===== src/rtl/cpu_pkg.sv =====
// Shared CPU front-end definitions: word size, NOP encoding, PC step and the
// {pc, insn} record carried through the fetch queue.
package cpu_pkg;

    localparam int              XLEN     = 32;
    localparam logic [XLEN-1:0] NOP_INSN = 32'h0000_0013;
    localparam logic [XLEN-1:0] PC_STEP  = 32'd4;

    typedef struct packed {
        logic [XLEN-1:0] pc;
        logic [XLEN-1:0] insn;
    } fetch_entry_t;

    function automatic logic [XLEN-1:0] align_pc(input logic [XLEN-1:0] pc);
        return pc & ~(PC_STEP - 32'd1);
    endfunction

endpackage


===== src/rtl/insn_prefetch_queue_if.sv =====
// Fetch-unit bus: instruction memory port, decode handshake and redirect.
interface insn_prefetch_queue_if;
    import cpu_pkg::*;

    logic            imem_req;
    logic [XLEN-1:0] imem_addr;
    logic [XLEN-1:0] imem_insn;

    // Decode handshake: a transfer happens in any cycle where out_valid and
    // out_ready are both 1; while out_valid=1 and out_ready=0 the presented
    // out_pc/out_insn stay stable. out_ready is the pipeline's inverted stall.
    logic            out_valid;
    logic            out_ready;
    logic [XLEN-1:0] out_insn;
    logic [XLEN-1:0] out_pc;

    logic            redirect_valid;
    logic [XLEN-1:0] redirect_pc;

    modport master (
        output imem_req, imem_addr, out_valid, out_insn, out_pc,
        input  imem_insn, out_ready, redirect_valid, redirect_pc
    );

    modport slave (
        input  imem_req, imem_addr, out_valid, out_insn, out_pc,
        output imem_insn, out_ready, redirect_valid, redirect_pc
    );

endinterface


===== src/rtl/insn_prefetch_queue_fetch_fifo.sv =====
// DEPTH-entry {pc, insn} FIFO with flush; head is read combinationally.
module fetch_fifo
    import cpu_pkg::*;
#(
    parameter int DEPTH = 4
) (
    input  logic                   clk,
    input  logic                   rst_n,
    input  logic                   i_push,
    input  logic                   i_pop,
    input  logic                   i_flush,
    input  fetch_entry_t           i_data,
    output fetch_entry_t           o_head,
    output logic [$clog2(DEPTH):0] o_count
);
    localparam int             AW      = $clog2(DEPTH);
    localparam logic [AW:0]    DEPTH_C = (AW + 1)'(DEPTH);

    fetch_entry_t  r_mem [DEPTH];
    logic [AW-1:0] r_rd_ptr;
    logic [AW-1:0] r_wr_ptr;
    logic [AW:0]   r_count;

    always_ff @(posedge clk) begin
        if (i_push && !i_flush) begin
            r_mem[r_wr_ptr] <= i_data;
        end
    end

    // Flush wins over push and pop; pointers wrap because DEPTH is a power of two.
    always_ff @(posedge clk or negedge rst_n) begin
        if (!rst_n) begin
            r_rd_ptr <= '0;
            r_wr_ptr <= '0;
            r_count  <= '0;
        end else if (i_flush) begin
            r_rd_ptr <= '0;
            r_wr_ptr <= '0;
            r_count  <= '0;
        end else begin
            if (i_push) r_wr_ptr <= r_wr_ptr + 1'b1;
            if (i_pop)  r_rd_ptr <= r_rd_ptr + 1'b1;
            if (i_push && !i_pop)      r_count <= r_count + 1'b1;
            else if (i_pop && !i_push) r_count <= r_count - 1'b1;
        end
    end

    assign o_head  = r_mem[r_rd_ptr];
    assign o_count = r_count;

    a_no_overflow: assert property (@(posedge clk) disable iff (!rst_n) r_count <= DEPTH_C);

endmodule


===== src/rtl/insn_prefetch_queue.sv =====
// Instruction prefetch front-end: owns the fetch PC, buffers {pc, insn} pairs
// for decode, flushes on redirect. PREFETCH_BYPASS_EN adds a response-to-decode bypass.
module insn_prefetch_queue
    import cpu_pkg::*;
#(
    parameter int              DEPTH    = 4,
    parameter logic [XLEN-1:0] RESET_PC = 32'h0000_0000
) (
    input  logic                   clk,
    input  logic                   rst_n,
    insn_prefetch_queue_if.master  fe,
    output logic [$clog2(DEPTH):0] o_occupancy
);
    localparam int          CW    = $clog2(DEPTH) + 1;
    localparam logic [CW:0] LIMIT = (CW + 1)'(DEPTH);

    logic [XLEN-1:0] r_fetch_pc;
    logic [XLEN-1:0] r_inflight_pc;
    logic [XLEN-1:0] r_last_pc;
    logic            r_inflight;

    logic [CW-1:0]   w_count;
    logic [CW:0]     w_level;
    fetch_entry_t    w_head;
    fetch_entry_t    w_resp;
    fetch_entry_t    w_out;
    logic            w_resp_valid;
    logic            w_bypass;
    logic            w_out_valid;
    logic            w_pop;
    logic            w_fifo_pop;
    logic            w_push;
    logic            w_issue;

    assign w_resp       = '{pc: r_inflight_pc, insn: fe.imem_insn};
    assign w_resp_valid = r_inflight & ~fe.redirect_valid;

`ifdef PREFETCH_BYPASS_EN
    assign w_bypass = w_resp_valid & (w_count == '0);
    assign w_out    = w_bypass ? w_resp : w_head;
`else
    assign w_bypass = 1'b0;
    assign w_out    = w_head;
`endif

    // A redirect hides the head so nothing stale can be consumed in that cycle.
    assign w_out_valid = ~fe.redirect_valid & ((w_count != '0) | w_bypass);
    assign w_pop       = w_out_valid & fe.out_ready;
    assign w_fifo_pop  = w_pop & ~w_bypass;
    assign w_push      = w_resp_valid & ~(w_bypass & fe.out_ready);

    // Slots committed after this cycle: buffered + arriving - leaving.
    assign w_level = {1'b0, w_count} + (CW + 1)'(r_inflight) - (CW + 1)'(w_pop);
    assign w_issue = rst_n & ~fe.redirect_valid & (w_level < LIMIT);

    always_ff @(posedge clk or negedge rst_n) begin
        if (!rst_n) begin
            r_fetch_pc    <= RESET_PC;
            r_inflight    <= 1'b0;
            r_inflight_pc <= RESET_PC;
            r_last_pc     <= '0;
        end else begin
            r_inflight <= w_issue;
            if (w_issue) r_inflight_pc <= r_fetch_pc;
            if (fe.redirect_valid) r_fetch_pc <= align_pc(fe.redirect_pc);
            else if (w_issue)      r_fetch_pc <= r_fetch_pc + PC_STEP;
            if (w_out_valid) r_last_pc <= w_out.pc;
        end
    end

    fetch_fifo #(.DEPTH(DEPTH)) u_fifo (
        .clk     (clk),
        .rst_n   (rst_n),
        .i_push  (w_push),
        .i_pop   (w_fifo_pop),
        .i_flush (fe.redirect_valid),
        .i_data  (w_resp),
        .o_head  (w_head),
        .o_count (w_count)
    );

    assign fe.imem_req  = w_issue;
    assign fe.imem_addr = r_fetch_pc;
    assign fe.out_valid = w_out_valid;
    assign fe.out_insn  = w_out_valid ? w_out.insn : NOP_INSN;
    assign fe.out_pc    = w_out_valid ? w_out.pc : r_last_pc;
    assign o_occupancy  = w_count;

endmodule

===== src/flat_wrapper.sv =====
// flat-port wrapper written by rule: the top's interface ports become plain ports
module insn_prefetch_queue_flat import cpu_pkg::*;
#(
    parameter int              DEPTH    = 4,
    parameter logic [XLEN-1:0] RESET_PC = 32'h0000_0000
)
  (clk, rst_n, o_occupancy, fe_imem_req, fe_imem_addr, fe_out_valid, fe_out_insn, fe_out_pc, fe_imem_insn, fe_out_ready, fe_redirect_valid, fe_redirect_pc);
  insn_prefetch_queue_if fe_i ();
  input  logic clk;
  input  logic rst_n;
  output logic [$clog2(DEPTH):0] o_occupancy;
  output wire logic [$bits(fe_i.imem_req)-1:0] fe_imem_req;
  output wire logic [$bits(fe_i.imem_addr)-1:0] fe_imem_addr;
  output wire logic [$bits(fe_i.out_valid)-1:0] fe_out_valid;
  output wire logic [$bits(fe_i.out_insn)-1:0] fe_out_insn;
  output wire logic [$bits(fe_i.out_pc)-1:0] fe_out_pc;
  input wire logic [$bits(fe_i.imem_insn)-1:0] fe_imem_insn;
  input wire logic [$bits(fe_i.out_ready)-1:0] fe_out_ready;
  input wire logic [$bits(fe_i.redirect_valid)-1:0] fe_redirect_valid;
  input wire logic [$bits(fe_i.redirect_pc)-1:0] fe_redirect_pc;
  assign fe_imem_req = fe_i.imem_req;
  assign fe_imem_addr = fe_i.imem_addr;
  assign fe_out_valid = fe_i.out_valid;
  assign fe_out_insn = fe_i.out_insn;
  assign fe_out_pc = fe_i.out_pc;
  assign fe_i.imem_insn = fe_imem_insn;
  assign fe_i.out_ready = fe_out_ready;
  assign fe_i.redirect_valid = fe_redirect_valid;
  assign fe_i.redirect_pc = fe_redirect_pc;
  insn_prefetch_queue #(.DEPTH(DEPTH), .RESET_PC(RESET_PC)) u_core (.clk(clk), .rst_n(rst_n), .fe(fe_i), .o_occupancy(o_occupancy));
endmodule

===== config.mk =====
export PLATFORM = sky130hd
export DESIGN_NAME = insn_prefetch_queue_flat
export DESIGN_NICKNAME = d
export VERILOG_FILES = /design/src/rtl/cpu_pkg.sv /design/src/rtl/insn_prefetch_queue_if.sv /design/src/rtl/insn_prefetch_queue_fetch_fifo.sv /design/src/rtl/insn_prefetch_queue.sv /design/src/flat_wrapper.sv
export SDC_FILE = /design/constraint.sdc
export NUM_CORES = 1
export LEC_CHECK = 0
export CAP_MARGIN = 10
export CORE_ASPECT_RATIO = 0.6
export CORE_UTILIZATION = 46
export CTS_CLUSTER_SIZE = 8
export DETAILED_ROUTE_END_ITERATION = 6
export DONT_BUFFER_PORTS = 1
export HOLD_SLACK_MARGIN = 0.1
export SLEW_MARGIN = 15
export SYNTH_ARGS = -nofsm -noshare
export SYNTH_HDL_FRONTEND = slang
export SYNTH_SLANG_ARGS = --single-unit

===== constraint.sdc =====
create_clock -name clk -period 3.4 [get_ports clk]
set_clock_uncertainty 0.15 [all_clocks]
set_input_delay 0 -clock clk [delete_from_list [all_inputs] [get_ports clk]]
set_output_delay 0 -clock clk [all_outputs]
set_load 0.01 [all_outputs]

# Word-level counts from Yosys, hierarchy flattened
# Memories as Yosys holds them, arrays and structs flattened.
# Index checks and enable logic that the tools add are counted.
# word_totals
ramBits,256
mem_count,1
regBits,104
word_cells,46
# op_classes
reduce_logical,11
n_lt_le_gt_ge,1
muxes,13
bitwise_logic,6
addsub,7
# mem_list
name,depth,word_bits,read_ports,rd_ports_with_merged_regs,wr,line,text
u_core.u_fifo.r_mem,4,64,1,0,1,insn_prefetch_queue_fetch_fifo.sv:19,fetch_entry_t r_mem [DEPTH];
# op_table
op,n
2-to-1 mux 32 bit,4
adder 32 x 3 -> 32 bit (second input constant),1
2-to-1 mux 3 bit,3
2-to-1 mux 2 bit,4
nonzero test 2 bit,3
nonzero test 3 bit,2
bitwise AND 1 bit,5
adder 2 x 1 -> 2 bit (second input constant),2
adder 3 x 1 -> 4 bit,1
< comparator 4 x 3 -> 1 bit (second input constant),1
subtractor 4 x 1 -> 4 bit,1
adder 3 x 1 -> 3 bit (second input constant),1
logical AND 1 bit,3
logical NOT 1 bit,3
subtractor 3 x 1 -> 3 bit (second input constant),1
2-to-1 mux 1 bit,2
NOT 1 bit,1

# Depth between registers and ports, before layout
# logic_depth
depth_word,8
mapped_depth,13

# Modules after synthesis
# A second synthesis with hierarchy kept.
# unflattened
hier_cells,778
area_unflattened_um2,14222.4
# by_module_without_submodules
mod,n_inst,cells_per_inst,area_per_inst_um2
fetch_fifo,1,377,9661.8
insn_prefetch_queue,1,401,4560.6

# Worst setup path before layout
# No wires, ideal clock.
# synth_path
path_kind,register -> register
startpoint,reg u_core.u_fifo.r_count[2] (netlist: u_core.u_fifo.o_count[2])
endpoint,reg u_core.r_fetch_pc[29] (netlist: u_core.fe.imem_addr[29])
path_slack_ns,0.227
n_path_buf,3
path_stages_with_launch,14
arrival_time_ns,2.888
required_time_ns,3.115
path_cell_list,dfrtp_1 > buf_2 > nor3_1 > nor3b_2 > ha_1 > inv_1 > ha_1 > and3b_4 > nor4_4 > buf_4 > buf_2 > o2111ai_1 > a221oi_1 > o31ai_1
# synth_via
elab_chain_len,7
# synth_lines
item,line,text
from (decl),insn_prefetch_queue_fetch_fifo.sv:22,logic [AW:0] r_count;
from (signal assigned),insn_prefetch_queue_fetch_fifo.sv:43,if (i_push && !i_pop) r_count <= r_count + 1'b1;
from (signal assigned),insn_prefetch_queue_fetch_fifo.sv:44,else if (i_pop && !i_push) r_count <= r_count - 1'b1;
"parallel branches: the longest is 3 deep, another holds adder 3 x 1 -> 4 bit",n/a,
subtractor 4 x 1 -> 4 bit *,insn_prefetch_queue.sv:53,"assign w_level = {1'b0, w_count} + (CW + 1)'(r_inflight) - (CW + 1)'(w_pop);"
< comparator 4 x 3 -> 1 bit *,insn_prefetch_queue.sv:54,assign w_issue = rst_n & ~fe.redirect_valid & (w_level < LIMIT);
bitwise AND 1 bit *,insn_prefetch_queue.sv:54,
nonzero test 2 bit (no source line) *,n/a,
to (signal assigned),insn_prefetch_queue.sv:65,if (fe.redirect_valid) r_fetch_pc <= align_pc(fe.redirect_pc);
to (signal assigned),insn_prefetch_queue.sv:66,else if (w_issue) r_fetch_pc <= r_fetch_pc + PC_STEP;
to (decl),insn_prefetch_queue.sv:17,logic [XLEN-1:0] r_fetch_pc;
# Every way passes the cells marked *.
# A chain may end at the register's enable or synchronous reset.

# Worst setup path in the final report
# layout_path
startpoint,reg u_core.u_fifo.r_count[1] (netlist: u_core.u_fifo.o_count[1])
endpoint,reg u_core.r_fetch_pc[30] (netlist: u_core.fe.imem_addr[30])
# The elaborated chain is that of the path after synthesis.

==> metrics.csv <==
metric,value,unit
Nets,1067,
Via Count,7951,
gr usage total,22.1,%
VDD IR max,0.327,mV
YS warnings,0,
Num CTS Buffers,49,
Pre-antenna DRT Iters,4,
Crit Path Class,flop to flop,
Hold Path Class,input port to async pin,
Least-Margin Pin Slew,1010,ps
"commonest non-fill, non-tap cell in the layout",edfxtp_1,
CTS tree,yes,
CTS max path bufs,3,
DR iter-0 viols,564,
post-synthesis adder-cell area fraction,0.863,%
Total Die Area,31000,um2
Placed Cells,1209,
total gr overflow,0,
synthesized area,13900,um2
"EDFF count, synth",248,
Final setup viols,0,
"Top FF cell, synth",edfxtp_1,
Starting Density,47.6,%
input/output buffers,0,
asr flop ratio synth,28.7,%
FP Rows,48,
MaxCap Viol Count,0,
Mapped Cells,830,
Fmax,0.321,GHz
Slew HR,32.7,%
Hold Fails Final Rpt,0,
post-route insts no fill,1431,
clock latency on the worst-skew pair,560,ps
Sum Neg Setup Slack,0,ps
post-synthesis mux area share,13.1,%
Leakage,6.10,nW
crit path DAT,3440,ps
fin. max-slew vios,0,
share of layout cells above drive strength 1,18.5,%
Die Y,137,um
# IOs,169,
Syn-to-layout area delta,23.8,%
Post-Synth Simple-Gate Area,8.32,%
Worst EP required,3720,ps
Post-DRT Antenna Nets,0,
Post-Synth XOR/XNOR Area,1.32,%
Worst setup EP type,flop,
total power,13.5,mW
register bit total from synthesis,348,
Clock Pin Slew Worst Setup and Hold Paths,50,ps
Hold Slack,118,ps
die width,227,um
fillers,2237,
gpl congestion,0.847,
startpoint type of the worst setup path,flop,
complex-gate fraction of the synthesized area,3.20,%
first-pass GRT wire length,50200,um
unrepaired setup endpoints after global routing,no,
routed len/inst,22.9,um
outcome,finished clean,
"Seq/Total Area, Yosys",71.5,%
largest net degree at the start of global routing,102,
H-tree Lvls,2,
Power Density,781,nW/um2
final core occ,58.9,%
DRC viols,0,
Synth Area per Inst,16.8,um2
final period utilization,91.8,%
post-detail-place hpwl,19100,um
clock period minus worst slack,3120,ps
CP Max Fanout,20,
DR vias/cell,5.56,
unique cell type count in the Yosys netlist,58,
clock root cell,clkbuf_16,
initial antenna violation count,2,
most frequent cells in the layout,"248 x edfxtp_1, 128 x dlygate4sd3_1, 118 x nand2_1, 98 x dfrtp_1, 62 x mux4_2",
Core ar.,29200,um2
final wirelength,32700,um
clk sinks,348,
vias in the first global route,8511,
largest family of logic cells by synthesized area,multiplexers,
[cell families after synthesis]
logic type / Yosys count
AOI/OAI and AO/OA: 66
and+or+nand+nor: 229
xor gates and xnor gates: 21
muxes: 100
adders and majority gates: 9
buffers and inverters: 56
other: 1
DFF: 348
[worst max-delay path, cell delays in order (launching register included)]
cell,delay (ps)
dfrtp_1,470
nor3_1,310
nor3b_2,100
ha_1,190
inv_1,50
ha_1,240
and3b_4,210
nor4_4,300
buf_12,200
o21ai_1,130
or4_1,530
a31oi_1,170
[cells in the mapped netlist, types with 6 or more instances]
library cell / count / area [um2]
a31oi_1: 6 / 37.5
and2_1: 31 / 194
and3_1: 10 / 62.6
buf_2: 9 / 45.0
clkbuf_1: 30 / 113
dfrtp_1: 100 / 2500
edfxtp_1: 248 / 7450
ha_1: 8 / 100
inv_1: 10 / 37.5
mux2_2: 33 / 372
mux4_2: 62 / 1400
nand2_1: 118 / 443
nand3_1: 9 / 45.0
nor2_1: 15 / 56.3
nor3_1: 8 / 40.0
o2111ai_1: 8 / 70.1
o211ai_1: 9 / 67.6
o21ai_0: 24 / 120
or3_1: 7 / 43.8
xor2_1: 16 / 140
[final cells by class]
cell class | instances | area (um2) | share of cell area (%)
sequential | 348 | 9960 | 57.8
multi-input combinational | 427 | 3770 | 21.9
timing repair buffer | 153 | 1550 | 9.00
clock buffer | 87 | 1370 | 7.94
tap | 400 | 500 | 2.90
clock inverter | 4 | 42.5 | 0.247
inverter | 11 | 41.3 | 0.240
antenna | 1 | 2.50 | 0.0145
[final timing paths]
check / from / to / slack, ps / cells after the start
worst min register to register: u_core.r_inflight_pc[31] / u_core.u_fifo.r_mem[0][63] / 370 / 0
worst max-delay path: u_core.u_fifo.o_count[1] / u_core.fe.imem_addr[30] / 280 / 11
max in group asynchronous: rst_n / u_core.u_fifo.r_rd_ptr[0] / 2440 / 2
worst max register to register: u_core.u_fifo.o_count[1] / u_core.fe.imem_addr[30] / 280 / 11
worst min-delay path: rst_n / u_core.r_last_pc[13] / 120 / 2
min in group clk: rst_n / u_core.fe.imem_addr[8] / 120 / 5
[registers in the layout, summed over array words and instances (netlist names)]
name and flops:
u_core.r_inflight 1, u_core.u_fifo.r_wr_ptr 2, u_core.u_fifo.r_rd_ptr 2, u_core.fe.imem_addr 30
u_core.r_last_pc 32, u_core.u_fifo.o_count 3, u_core.r_inflight_pc 30, u_core.u_fifo.r_mem 248
[where the power goes]
part	total, mW	switching (mW)	internal, mW
Combinational	3.06	1.72	1.35
Clock	4.47	1.77	2.71
Sequential	5.92	0.584	5.34
Total	13.5	4.07	9.39
[per-layer routing]
| layer | GRT usage, % | wire length, um | vias up |
|---|---|---|---|
| li1 | - | - | 3502 |
| met1 | 29.9 | 14200 | 4155 |
| met2 | 35.6 | 15800 | 248 |
| met3 | 5.56 | 2210 | 46 |
| met4 | 6.34 | 497 | 0 |
| met5 | 0 | 0 | - |
[metrics by stage]
| step | worst slack [ps] | cell area [um2] |
|---|---|---|
| floorplan | 227 | 13900 |
| global placement | 368 | 14500 |
| detailed placement | 288 | 14500 |
| CTS | 280 | 17200 |
| global route | 110 | 17200 |
| finish | 280 | 17200 |
[timing repair]
action	CTS	global route
hold buffers	130	0
hold endpoints to repair	300	0
resized for setup	0	0
setup buffers	0	0
Power figures use the tool's default switching activity.
